### src/rtl/simon_pkg.sv
// Shared types and helpers for the Simon game sequencer.
// Holds the state encoding, mode LED constants and pattern legality rule.
package simon_pkg;

   localparam int ADDR_W_DEF = 6;
   localparam int DATA_W_DEF = 4;

   typedef enum logic [1:0] {
      ST_INPUT,
      ST_PLAYBACK,
      ST_REPEAT,
      ST_DONE
   } state_e;

   localparam logic [3:0] MODE_INPUT    = 4'b0001;
   localparam logic [3:0] MODE_PLAYBACK = 4'b0010;
   localparam logic [3:0] MODE_REPEAT   = 4'b0100;
   localparam logic [3:0] MODE_DONE     = 4'b1000;

   function automatic logic [3:0] mode_leds_of(input state_e s);
      logic [3:0] m;
      m = MODE_INPUT;
      unique case (s)
         ST_INPUT:    m = MODE_INPUT;
         ST_PLAYBACK: m = MODE_PLAYBACK;
         ST_REPEAT:   m = MODE_REPEAT;
         ST_DONE:     m = MODE_DONE;
         default:     m = MODE_INPUT;
      endcase
      return m;
   endfunction

   // Hard mode accepts anything; easy mode wants exactly one bit set.
   function automatic logic is_legal(
      input logic [31:0] pat,
      input logic        hard
   );
      return hard ||
         ((pat != '0) && ((pat & (pat - 32'd1)) == '0));
   endfunction

endpackage

### src/rtl/simon_sequencer.sv
// Simon game control FSM: stores player patterns, plays them back,
// checks the player's repeat and reports win/loss.
module simon_sequencer
   import simon_pkg::*;
#(
   parameter int ADDR_W = ADDR_W_DEF,
   parameter int DATA_W = DATA_W_DEF
) (
   input  logic              clk,
   input  logic              rst,
   input  logic              step,
   input  logic              level,
   input  logic [DATA_W-1:0] pattern,
   input  logic [DATA_W-1:0] mem_r_data,
   output logic [ADDR_W-1:0] mem_r_addr,
   output logic [ADDR_W-1:0] mem_w_addr,
   output logic [DATA_W-1:0] mem_w_data,
   output logic              mem_w_en,
   output logic [DATA_W-1:0] pattern_leds,
   output logic [3:0]        mode_leds,
   output logic              game_over
);

   localparam int CW    = ADDR_W + 1;
   localparam int DEPTH = 2 ** ADDR_W;

   state_e            state_q, state_d;
   logic [CW-1:0]     count_q, count_d;
   logic [ADDR_W-1:0] idx_q, idx_d;
   logic              lvl_q, lvl_d;

   logic              eff_lvl;
   logic              legal;
   logic [CW-1:0]     cnt_last;
   logic              at_last;
   logic              full;
   logic              match;

   assign eff_lvl  = (count_q == '0) ? level : lvl_q;
   assign legal    = is_legal(32'(pattern), eff_lvl);
   assign cnt_last = count_q - CW'(1);
   assign at_last  = ({1'b0, idx_q} == cnt_last);
   assign full     = (count_q == CW'(DEPTH));
   assign match    = (pattern == mem_r_data);

   always_comb begin
      state_d      = state_q;
      count_d      = count_q;
      idx_d        = idx_q;
      lvl_d        = lvl_q;
      mem_r_addr   = '0;
      mem_w_addr   = count_q[ADDR_W-1:0];
      mem_w_data   = pattern;
      mem_w_en     = 1'b0;
      pattern_leds = pattern;
      mode_leds    = mode_leds_of(state_q);
      game_over    = 1'b0;

      unique case (state_q)
         ST_INPUT: begin
            // rst gating aborts a write that coincides with reset
            mem_w_en = step & legal & rst;
            if (legal) begin
               count_d = count_q + CW'(1);
               idx_d   = '0;
               state_d = ST_PLAYBACK;
               if (count_q == '0) lvl_d = level;
            end
         end
         ST_PLAYBACK: begin
            mem_r_addr   = idx_q;
            pattern_leds = mem_r_data;
            if (at_last) begin
               idx_d   = '0;
               state_d = ST_REPEAT;
            end else begin
               idx_d = idx_q + ADDR_W'(1);
            end
         end
         ST_REPEAT: begin
            mem_r_addr = idx_q;
            if (!match) begin
               idx_d   = '0;
               state_d = ST_DONE;
            end else if (at_last) begin
               idx_d   = '0;
               state_d = full ? ST_DONE : ST_INPUT;
            end else begin
               idx_d = idx_q + ADDR_W'(1);
            end
         end
         ST_DONE: begin
            mem_r_addr   = idx_q;
            pattern_leds = mem_r_data;
            game_over    = 1'b1;
            idx_d        = at_last ? '0 : idx_q + ADDR_W'(1);
         end
         default: state_d = ST_INPUT;
      endcase
   end

   always_ff @(posedge clk or negedge rst) begin
      if (!rst) begin
         state_q <= ST_INPUT;
         count_q <= '0;
         idx_q   <= '0;
         lvl_q   <= 1'b0;
      end else if (step) begin
         state_q <= state_d;
         count_q <= count_d;
         idx_q   <= idx_d;
         lvl_q   <= lvl_d;
      end
   end

endmodule
### config.mk
export PLATFORM = sky130hd
export DESIGN_NAME = simon_sequencer
export DESIGN_NICKNAME = d
export VERILOG_FILES = /design/src/rtl/simon_pkg.sv /design/src/rtl/simon_sequencer.sv
export SDC_FILE = /design/constraint.sdc
export NUM_CORES = 1
export LEC_CHECK = 0
export ABC_AREA = 1
export CORE_ASPECT_RATIO = 0.75
export CORE_MARGIN = 5
export CORE_UTILIZATION = 40
export CTS_CLUSTER_DIAMETER = 120
export DETAILED_ROUTE_END_ITERATION = 7
export HOLD_SLACK_MARGIN = 0.15
export PLACE_DENSITY = 0.67
export SYNTH_ARGS = -nofsm -noshare
export SYNTH_HDL_FRONTEND = slang
export SYNTH_SLANG_ARGS = --single-unit
### constraint.sdc
create_clock -name clk -period 2.4 [get_ports clk]
set_input_delay 0.48 -clock clk [delete_from_list [all_inputs] [get_ports clk]]
set_output_delay 0.48 -clock clk [all_outputs]
set_load 0.1 [all_outputs]
== Word level (Yosys, flattened, before mapping) ==
Cells that the tools add are included.

* Reductions and logical operators: 12
* Equality and inequality tests: 9
* Multiplexer cells: 16
* Add/subtract/negate cells: 4
* Bitwise operators: 3

{| class="wikitable"
|+ Operators by type and width
! kind !! number
|-
| $and A4 B32 Y32 || 1
|-
| $logic_not A32 Y1 || 1
|-
| $mux W6 || 4
|-
| $pmux W6 S3 || 1
|-
| $pmux W4 S4 || 1
|-
| $mux W2 || 5
|-
| $add A7 B1 Y7 const B || 1
|-
| $eq A6 B7 Y1 || 1
|-
| $eq A7 B7 Y1 const B || 1
|-
| $logic_not A7 Y1 || 1
|-
| $sub A7 B1 Y7 const B || 1
|-
| $add A6 B1 Y6 const B || 1
|-
| $pmux W2 S3 || 1
|-
| $reduce_and A5 Y1 || 1
|-
| $sub A4 B1 Y5 const B || 1
|-
| $eq A2 B2 Y1 const B || 2
|-
| $eq A4 B4 Y1 || 1
|-
| $mux W4 || 1
|-
| $ne A2 B2 Y1 const B || 2
|-
| $reduce_bool A4 Y1 || 1
|-
| $mux W1 || 3
|-
| $ne A3 B3 Y1 const B || 1
|-
| $reduce_and A3 Y1 || 1
|-
| $reduce_bool A3 Y1 || 1
|-
| other kinds (8) || 9
|}

* Output and inout bits: 26
* Word-level logic and storage cells: 48
* Register bits after elaboration: 16
* Bits of input ports: 12

== Logic depth before layout (Yosys ltp) ==
Gate-level depths: netlist of the first run.

* Depth after elaboration: 8
* Depth in mapped cells: 15

== Least setup slack after synthesis of the first run ==
Ideal clock, no wire load.

* Path type: flip-flop to output port
* Start point: register state_q[1]
* End point: output pattern_leds[0]
* Stages on the path, launching flop included: 5
* Buffers on the path: 0
* Data arrival time: 3.813 ns
* Path slack: -1.893 ns
* Cell sequence: dfrtp_1 -> inv_1 -> ha_1 -> nor2_1 -> o21ai_0

* Cells in the longest elaborated chain, start to end: 3
* Elaborated cells on any way between the ends: 4
* Classes of those cells: eq/ne (2); mux (1); reduce/logical (1)

{| class="wikitable"
|+ Ends and longest elaborated chain
! what !! RTL line !! source
|-
| from (decl) || simon_sequencer.sv:27 || <nowiki>state_e state_q, state_d;</nowiki>
|-
| from (signal assigned) || simon_sequencer.sv:109 || <nowiki>state_q <= state_d;</nowiki>
|-
| $eq A2 B1 Y1 or $eq A2 B2 Y1 (tied branches) || simon_sequencer.sv:59 || <nowiki>unique case (state_q)</nowiki>
|-
| $reduce_or A2 Y1 (no source line) * || - ||
|-
| $mux W4 * || simon_sequencer.sv:59 ||
|-
| to (decl) || simon_sequencer.sv:19 || <nowiki>output logic [DATA_W-1:0] pattern_leds,</nowiki>
|}

Mark *: on every way between the ends. The rest lies on a longest branch, timed or not.

== Final worst setup path of the first run ==
* Start point: input pattern[2]
* End point: output mem_w_en

* Cells in the longest elaborated chain, start to end: 8
* Elaborated cells on any way between the ends: 9
* Classes of those cells: add/sub (1); mux (1); bitwise (3); reduce/logical (4)

{| class="wikitable"
|+ Ends and longest elaborated chain
! what !! RTL line !! source
|-
| from (decl) || simon_sequencer.sv:13 || <nowiki>input logic [DATA_W-1:0] pattern,</nowiki>
|-
| $sub A4 B1 Y5 || simon_pkg.sv:39 || <nowiki>((pat != '0) && ((pat & (pat - 32'd1)) == '0));</nowiki>
|-
| $and A4 B32 Y32 || simon_pkg.sv:39 ||
|-
| $logic_not A32 Y1 || simon_pkg.sv:39 ||
|-
| $logic_and A1 B1 Y1 * || simon_pkg.sv:39 ||
|-
| $logic_or A1 B1 Y1 * || simon_pkg.sv:38 || <nowiki>return hard ||</nowiki>
|-
| $and A1 B1 Y1 * (2 in a row) || simon_sequencer.sv:62 || <nowiki>mem_w_en = step & legal & rst;</nowiki>
|-
| $mux W1 * || simon_sequencer.sv:59 ||
|-
| to (decl) || simon_sequencer.sv:18 || <nowiki>output logic mem_w_en,</nowiki>
|}

Marks and branches as above.

==> impl_metrics.yaml, run 1 <==
status:
  status: "complete, no violations"
critical_path:
  path_buf_inv: 3
  cp_top_family: "buffers and inverters"
  cp.arrival_ns: 1.81
  critPathRequiredTime_ns: 1.92
  rr_worst_depth: 16
  cpMaxStageDelayCell: "clkdlybuf4s50_1"
  path_cells: "clkdlybuf4s50_1 > nor2_1 > nor2_1 > o21ai_1 > nand2_1 > nand2_1 > inv_2 > nand2_4 > nor2_4 > buf_12"
  path_max_fanout: 4
  critPathMaxStageDelay_ns: 0.51
  cp.depth: 10
  critPathLaunchType: "primary input"
  end_kind: "primary output"
  path_class: "primary input to primary output"
final_layout:
  syn2layout_area_growth_pct: 49.4
  instances_no_fill: 332
  final_cell_mix: "nand2_1 (78), inv_1 (28), buf_4 (22)"
  layout_commonest_cell: "nand2_1"
  nets: 302
  fill_cells: 334
  diodes: 0
  drive_above_1_share_pct: 31.1
synth:
  synth_top_flop_cell: "dfrtp_1"
  synth_cell_types: 29
  ys_ff_latch: 16
  syn_avg_cell_area_um2: 6.54
  async_flop_share_pct: 100
  syn_inst: 237
  synth_edf_count: 0
  seq_area_frac_synth_pct: 25.8
  synth_area_um2: 1550
  ys_warn_count: 0
  synth_nets: 258
drt:
  viasPerCell: 4.59
  ant_nets: 0
  wl_mm: 3.77
  remaining_drc_errors: 0
  drtIter0Drc: 48
  vias: 1524
  firstDrtPassIters: 4
  wl_per_cell_um: 11.4
clocking:
  cts_htree_levels: 1
  clk-insertion-delay-late_ns: 0.26
  cts_made_buffers: 3
  cts_buffer_depth: 2
  cts_tree: "yes"
  root_buffer: "clkbuf_8"
  postCtsHoldBufs: 0
  clock_sinks: 16
  path_clk_slew_ns: 0.07
timing:
  hold-worst-slack_ns: 0.505
  max_freq_ghz: 0.437
  worst_pin_slew_ns: 0.377
  setup_viol: 0
  timing.max_slew.rel_slack_pct: 74.9
  min_period_over_period_pct: 95.3
  slew_violations: 0
  hold_viol: 0
  fin_worst_skew_ns: 0.00365
  finalWorstPathRequiredPeriod_ns: 2.29
  setup_tns_ns: 0
  layout_setup_ws_ns: 0.112
placement:
  dp_slack_ns: 0.0971
  gp_congestion: 0.865
  place.port_buffers: 37
  placed_cells: 326
  place_hpwl_mm: 3.13
floorplanning:
  fp.dieH_um: 63.9
  die_x_um: 81.9
  ios: 38
  coreArea_um2: 3710
  rows: 19
  die-area_um2: 5230
  initial_utilization_pct: 41.8
hold_path:
  whs_path_depth: 2
  hold_class: "flip-flop to flip-flop"
global_routing:
  grt_overflow_total: 0
  grt_usage_pct: 15.6
  grt_pass1_wl_mm: 6.42
  antenna_found_initial: 0
  grt_start_max_net_pins: 17
  first_global_vias: 1405
run:
  cap_violations: 0
-- final timing paths --
check / from / slack (ns) / to
max: pattern[2] / 0.11 / mem_w_en
min: lvl_q / 0.50 / lvl_q
max reg2reg: count_q[0] / 0.60 / state_q[1]
min reg2reg: lvl_q / 0.50 / lvl_q
max in group asynchronous: rst / 1.62 / count_q[4]
min in group asynchronous: rst / 0.58 / count_q[0]
-- synth_stat cells, types with 2 or more instances --
master | number | area [um^2]
nor2_1 | 24 | 90.1
o21ai_2 | 5 | 43.8
inv_1 | 30 | 113
inv_2 | 4 | 15.0
o21ai_0 | 6 | 30.0
nand4_1 | 6 | 37.5
nand3_1 | 11 | 55.1
nand2_1 | 78 | 293
nor2_2 | 2 | 12.5
buf_4 | 11 | 82.6
nand3_2 | 2 | 20.0
o21ai_1 | 6 | 30.0
nand2_2 | 5 | 31.3
xor2_1 | 9 | 78.8
dfrtp_1 | 16 | 400
ha_1 | 9 | 113
-- cell type report --
cell class | instances | area, um^2 | share of cell area [%]
clock buffer | 4 | 55.1 | 2.38
inverter | 36 | 143 | 6.16
multi-input combinational | 173 | 1010 | 43.6
sequential | 16 | 403 | 17.4
tap | 52 | 65.1 | 2.81
timing repair buffer | 51 | 641 | 27.7
-- cell families (layout without fill, tap and decap cells) --
kind of cell / count (synthesis) / in the layout / share of synthesized area, %
AOI/OAI and AO/OA: 20 / 20 / 8.15
xor gates and xnor gates: 10 / 10 / 5.65
adders and majority gates: 9 / 9 / 7.26
buffers and inverters: 48 / 91 / 14.9
DFF: 16 / 16 / 25.8
and+or+nand+nor: 134 / 134 / 38.3
-- stage by stage --
stage                     cell area, um^2  util, %
after CTS                            2290     61.8
after detailed placement             2240     60.3
final                                2320     62.4
after floorplan                      1640        -
after global routing                 2320     62.4
after global placement               2240     60.3
-- metal layers --
| metal | up-vias | global-route usage (%) | part of all wire (%) |
|---|---|---|---|
| met3 | 2 | 4.07 | 2.8 |
| met5 | - | 0 | 0 |
| met1 | 683 | 22.7 | 53 |
| met4 | 0 | 2.49 | 0.48 |
| li1 | 818 | - | - |
| met2 | 21 | 23.3 | 43 |
-- repair_timing --
item | 4_1_cts | 5_1_grt
endpoints found under the setup margin | 0 | 1
setup buffers | 0 | 2
gates resized for setup | 0 | 7
-- worst min-delay path: stages (launching register included) --
cell and delay, ns:
dfrtp_1 0.36, nand2_1 0.05, o21ai_0 0.06
-- registers in the layout, summed over array words and instances, names as in the netlist --
signal	cells
idx_q	6
lvl_q	1
state_q	2
count_q	7
Power of run 1 is not shown: default switching activity piles up to over one toggle a cycle in this logic, so the estimate is an artifact.
==> run 2, diff against run 1 <==
--- a/config.mk
+++ b/config.mk
@@ -13,6 +13,7 @@
 export DETAILED_ROUTE_END_ITERATION = 7
 export HOLD_SLACK_MARGIN = 0.15
 export PLACE_DENSITY = 0.67
+export SETUP_SLACK_MARGIN = 0.15
 export SYNTH_ARGS = -nofsm -noshare
 export SYNTH_HDL_FRONTEND = slang
 export SYNTH_SLANG_ARGS = --single-unit
==> impl_metrics.yaml, run 2 (synthesis results as in run 1) <==
final_layout:
  largest_reg_flops: 7
  syn2layout_area_growth_pct: 52.8
  drive_above_1_share_pct: 34.5
  nets: 307
  diodes: 0
  reg_top3: "count_q (7), idx_q (6), state_q (2)"
  regMostFlops: "count_q"
  layout_commonest_cell: "nand2_1"
  final_cell_mix: "nand2_1 (75), buf_4 (28), inv_1 (26)"
  fill_cells: 334
  final_area_um2: 2370
timing:
  setup_viol: 0
  slew_violations: 0
  worst_pin_slew_ns: 0.289
  min_period_over_period_pct: 89.5
  timing.max_slew.rel_slack_pct: 80.5
  finalWorstPathRequiredPeriod_ns: 2.15
  rsz0062_at_grt: "true"
  max_freq_ghz: 0.466
  hold_viol: 0
  setup_tns_ns: 0
  fin_worst_skew_ns: 0.00217
clocking:
  cts_buffer_depth: 2
  root_buffer: "clkbuf_8"
  cts_tree: "yes"
  clock_sinks: 16
  clk-insertion-delay-late_ns: 0.25
  cts_htree_levels: 1
  path_clk_slew_ns: 0.06
  postCtsHoldBufs: 0
  cts_made_buffers: 3
floorplanning:
  fp.dieH_um: 63.9
  die_x_um: 81.9
  die-area_um2: 5230
  ios: 38
  rows: 19
  initial_utilization_pct: 41.8
  coreArea_um2: 3710
placement:
  gp_congestion: 0.852
  place.port_buffers: 37
  post_dp_cell_area_um2: 2230
  place_hpwl_mm: 3.12
critical_path:
  critPathLaunchType: "flip-flop"
  cp.arrival_ns: 1.67
  path_class: "flip-flop to primary output"
  critPathRequiredTime_ns: 1.92
  path_max_fanout: 3
  end_kind: "primary output"
drt:
  wl_per_cell_um: 11.4
  wl_mm: 3.85
  firstDrtPassIters: 4
  viasPerCell: 4.55
  ant_nets: 0
  drtIter0Drc: 88
  vias: 1529
  remaining_drc_errors: 0
global_routing:
  first_global_vias: 1417
  grt_pass1_wl_mm: 6.51
  grt_start_max_net_pins: 17
  antenna_found_initial: 0
  grt_overflow_total: 0
  grt_usage_pct: 15.6
run:
  cap_violations: 0
status:
  status: "complete, no violations"
hold_path:
  hold_class: "flip-flop to flip-flop"
[run 2: cell count changes in the layout (fill, tap and decap cells not counted), sizes merged]
cell	delta
dlygate4sd2	+4
clkdlybuf4s50	-2
clkbuf	-1
dlymetal6s2s	-2
buf	+5
[run 2: through the flow]
stage	worst slack, ns	util, %	hold WS [ns]	std cells
floorplan	0.0870	-	0.184	237
global placement	0.124	60.0	0.477	325
detailed placement	0.0987	60.0	0.495	325
CTS	0.144	61.4	0.512	329
global route	0.136	63.9	0.547	336
finish	0.253	63.9	0.510	336
[run 2: cell type report]
type	instances	area, um^2	share of cell area (%)
Multi-Input combinational cell	173	1050	44.5
Timing Repair Buffer	56	656	27.7
Sequential cell	16	404	17.1
Inverter	36	148	6.23
Tap cell	52	65.1	2.75
Clock buffer	3	41.3	1.74
[run 2: critical path, cell delays in order, from the launching register on]
cell and delay [ns]:
dfrtp_1 0.40, inv_2 0.08, ha_4 0.13, inv_2 0.04, nor2_4 0.09, nand2_1 0.06, nand2_1 0.07, nand2_2 0.07
nand2_2 0.06, nand2_2 0.04, inv_2 0.06, nand2_4 0.05, nor2_4 0.10, buf_12 0.18
[run 2: layer usage]
| metal | vias to the layer above | GRT usage, % | share of wire, % |
|---|---|---|---|
| met5 | - | 0 | 0 |
| met4 | 0 | 2.49 | 0.73 |
| met3 | 4 | 4.07 | 4.4 |
| met2 | 28 | 23.0 | 43 |
| met1 | 678 | 23.2 | 52 |
| li1 | 819 | - | - |
[run 2: timing repair]
item / 4_1_cts / 5_1_grt
pin swaps: 0 / 6
hold endpoints to repair: 0 / 0
setup endpoints to repair: 5 / 1
setup buffers: 1 / 7
resized for setup: 6 / 15
[run 2: path summary, 6_finish.rpt]
check                           startpoint          to  slack, ns  cells past startpoint
worst max-delay path            count_q[1]    mem_w_en       0.25                     13
min in group asynchronous              rst  count_q[0]       0.58                      2
max in group asynchronous              rst  count_q[4]       1.61                      2
worst min-delay path              idx_q[5]    idx_q[5]       0.51                      2
worst max register to register  count_q[0]  state_q[1]       0.54                     16
worst min register to register    idx_q[5]    idx_q[5]       0.51                      2
Power of run 2 is left out for the same reason.
==> run 3, diff against run 2 <==
--- a/config.mk
+++ b/config.mk
@@ -8,11 +8,11 @@
 export ABC_AREA = 1
 export CORE_ASPECT_RATIO = 0.75
 export CORE_MARGIN = 5
-export CORE_UTILIZATION = 40
+export CORE_UTILIZATION = 50
 export CTS_CLUSTER_DIAMETER = 120
 export DETAILED_ROUTE_END_ITERATION = 7
 export HOLD_SLACK_MARGIN = 0.15
-export PLACE_DENSITY = 0.67
+export PLACE_DENSITY = 0.92
 export SETUP_SLACK_MARGIN = 0.15
 export SYNTH_ARGS = -nofsm -noshare
 export SYNTH_HDL_FRONTEND = slang
==> impl_metrics.yaml, run 3 (synthesis results as in run 1) <==
critical_path:
  end_kind: "primary output"
  critPathMaxStageDelay_ns: 0.42
  path_cells: "inv_2 > ha_4 > inv_2 > nor2_4 > nand2_1 > nand2_1 > nand2_2 > nand2_1 > nand2_1 > inv_2 > nand2_4 > nor2_4 > buf_12"
  path_class: "flip-flop to primary output"
  cp.arrival_ns: 1.81
  critPathLaunchType: "flip-flop"
  cp_top_family: "simple AND/OR/NAND/NOR gates"
  critPathRequiredTime_ns: 1.92
  crit_path_frequent_cell: "nand2_1"
  path_buf_inv: 4
  path_max_fanout: 3
  cpMaxStageDelayCell: "dfrtp_2"
  r2r_slack_ns: 0.53
floorplanning:
  fp.dieH_um: 58.2
  initial_utilization_pct: 52.4
  coreArea_um2: 2960
  die-area_um2: 4330
  die_x_um: 74.3
  rows: 17
  ios: 38
drt:
  viasPerCell: 5.17
  wl_mm: 4.20
  firstDrtPassIters: 4
  drtIter0Drc: 147
  remaining_drc_errors: 0
  wl_per_cell_um: 13.2
  ant_nets: 0
  vias: 1650
run:
  cap_violations: 0
clocking:
  cts_htree_levels: 1
  path_clk_slew_ns: 0.06
  postCtsHoldBufs: 0
  cts_buffer_depth: 2
  cts_tree: "yes"
  clock_sinks: 16
  root_buffer: "clkbuf_8"
  cts_made_buffers: 3
  clk-insertion-delay-late_ns: 0.25
timing:
  max_freq_ghz: 0.437
  finalWorstPathRequiredPeriod_ns: 2.29
  setup_tns_ns: 0
  hold_viol: 0
  setup_viol: 0
  slew_violations: 0
  rsz0062_at_grt: "true"
  hold-worst-slack_ns: 0.504
  timing.max_slew.rel_slack_pct: 77.8
  fin_worst_skew_ns: 0.00330
  min_period_over_period_pct: 95.3
  worst_pin_slew_ns: 0.330
status:
  status: "complete, no violations"
global_routing:
  first_global_vias: 1526
  grt_overflow_total: 0
  grt_pass1_wl_mm: 6.77
  grt_usage_pct: 20.0
  antenna_found_initial: 0
  grt_start_max_net_pins: 17
final_layout:
  final_util_pct: 78.4
  syn2layout_area_growth_pct: 49.6
  drive_above_1_share_pct: 33.1
  instances_no_fill: 319
  reg_top3: "count_q (7), idx_q (6), state_q (2)"
  largest_reg_flops: 7
  layout_commonest_cell: "nand2_1"
  final_cell_mix: "nand2_1 (78), inv_1 (26), buf_4 (25)"
  diodes: 0
  regMostFlops: "count_q"
  nets: 304
hold_path:
  hold_class: "flip-flop to flip-flop"
placement:
  gp_congestion: 0.906
  place_hpwl_mm: 3.20
  placed_cells: 309
  place.port_buffers: 37
## run 3: cell count changes in the layout (fill, tap and decap cells not counted), sizes merged
cell,change
buf,-3
dlygate4sd2,-1
dlymetal6s2s,+1
## run 3: tightest hold or removal path, delay by kind of cell, from the launching register on
family,cells,cell delay (ns)
AO/OA/AOI/OAI,1,0.07
AND/OR/NAND/NOR,1,0.05
flip-flops,1,0.34
## run 3: cell type report
type | instances | area, um^2
clock buffer | 3 | 41.3
timing repair buffer | 53 | 637
inverter | 36 | 145
multi-input combinational | 173 | 1040
tap | 38 | 47.5
sequential | 16 | 405
fill | 204 | 638
## run 3: per-layer routing
metal,track usage (%),wire (um),up-vias
met5,0,0,-
met4,3.55,114,0
met3,4.85,263,12
met2,32.7,1920,51
met1,27.2,1900,773
li1,-,-,814
## run 3: path summary, 6_finish.rpt
| kind | from | endpoint | cells after the start |
|---|---|---|---|
| setup reg to reg | count_q[0] | state_q[0] | 16 |
| hold / removal | lvl_q | lvl_q | 2 |
| min in group asynchronous | rst | count_q[0] | 2 |
| max in group asynchronous | rst | count_q[2] | 2 |
| hold reg to reg | lvl_q | lvl_q | 2 |
| setup / recovery | count_q[1] | mem_w_en | 13 |
## run 3: metrics by stage
| stage | worst slack [ns] | area [um^2] |
|---|---|---|
| 2_1_floorplan | 0.0870 | 1650 |
| 6_report | 0.113 | 2320 |
| 4_1_cts | 0.115 | 2250 |
| 3_5_place_dp | 0.0989 | 2190 |
| 3_3_place_gp | 0.133 | 2190 |
| 5_1_grt | 0.0282 | 2320 |
## run 3: repair_timing
action	4_1_cts	5_1_grt
setup endpoints to repair	5	1
resized for setup	7	10
pin swaps	1	3
setup buffers	2	5
Power of run 3 is left out for the same reason.
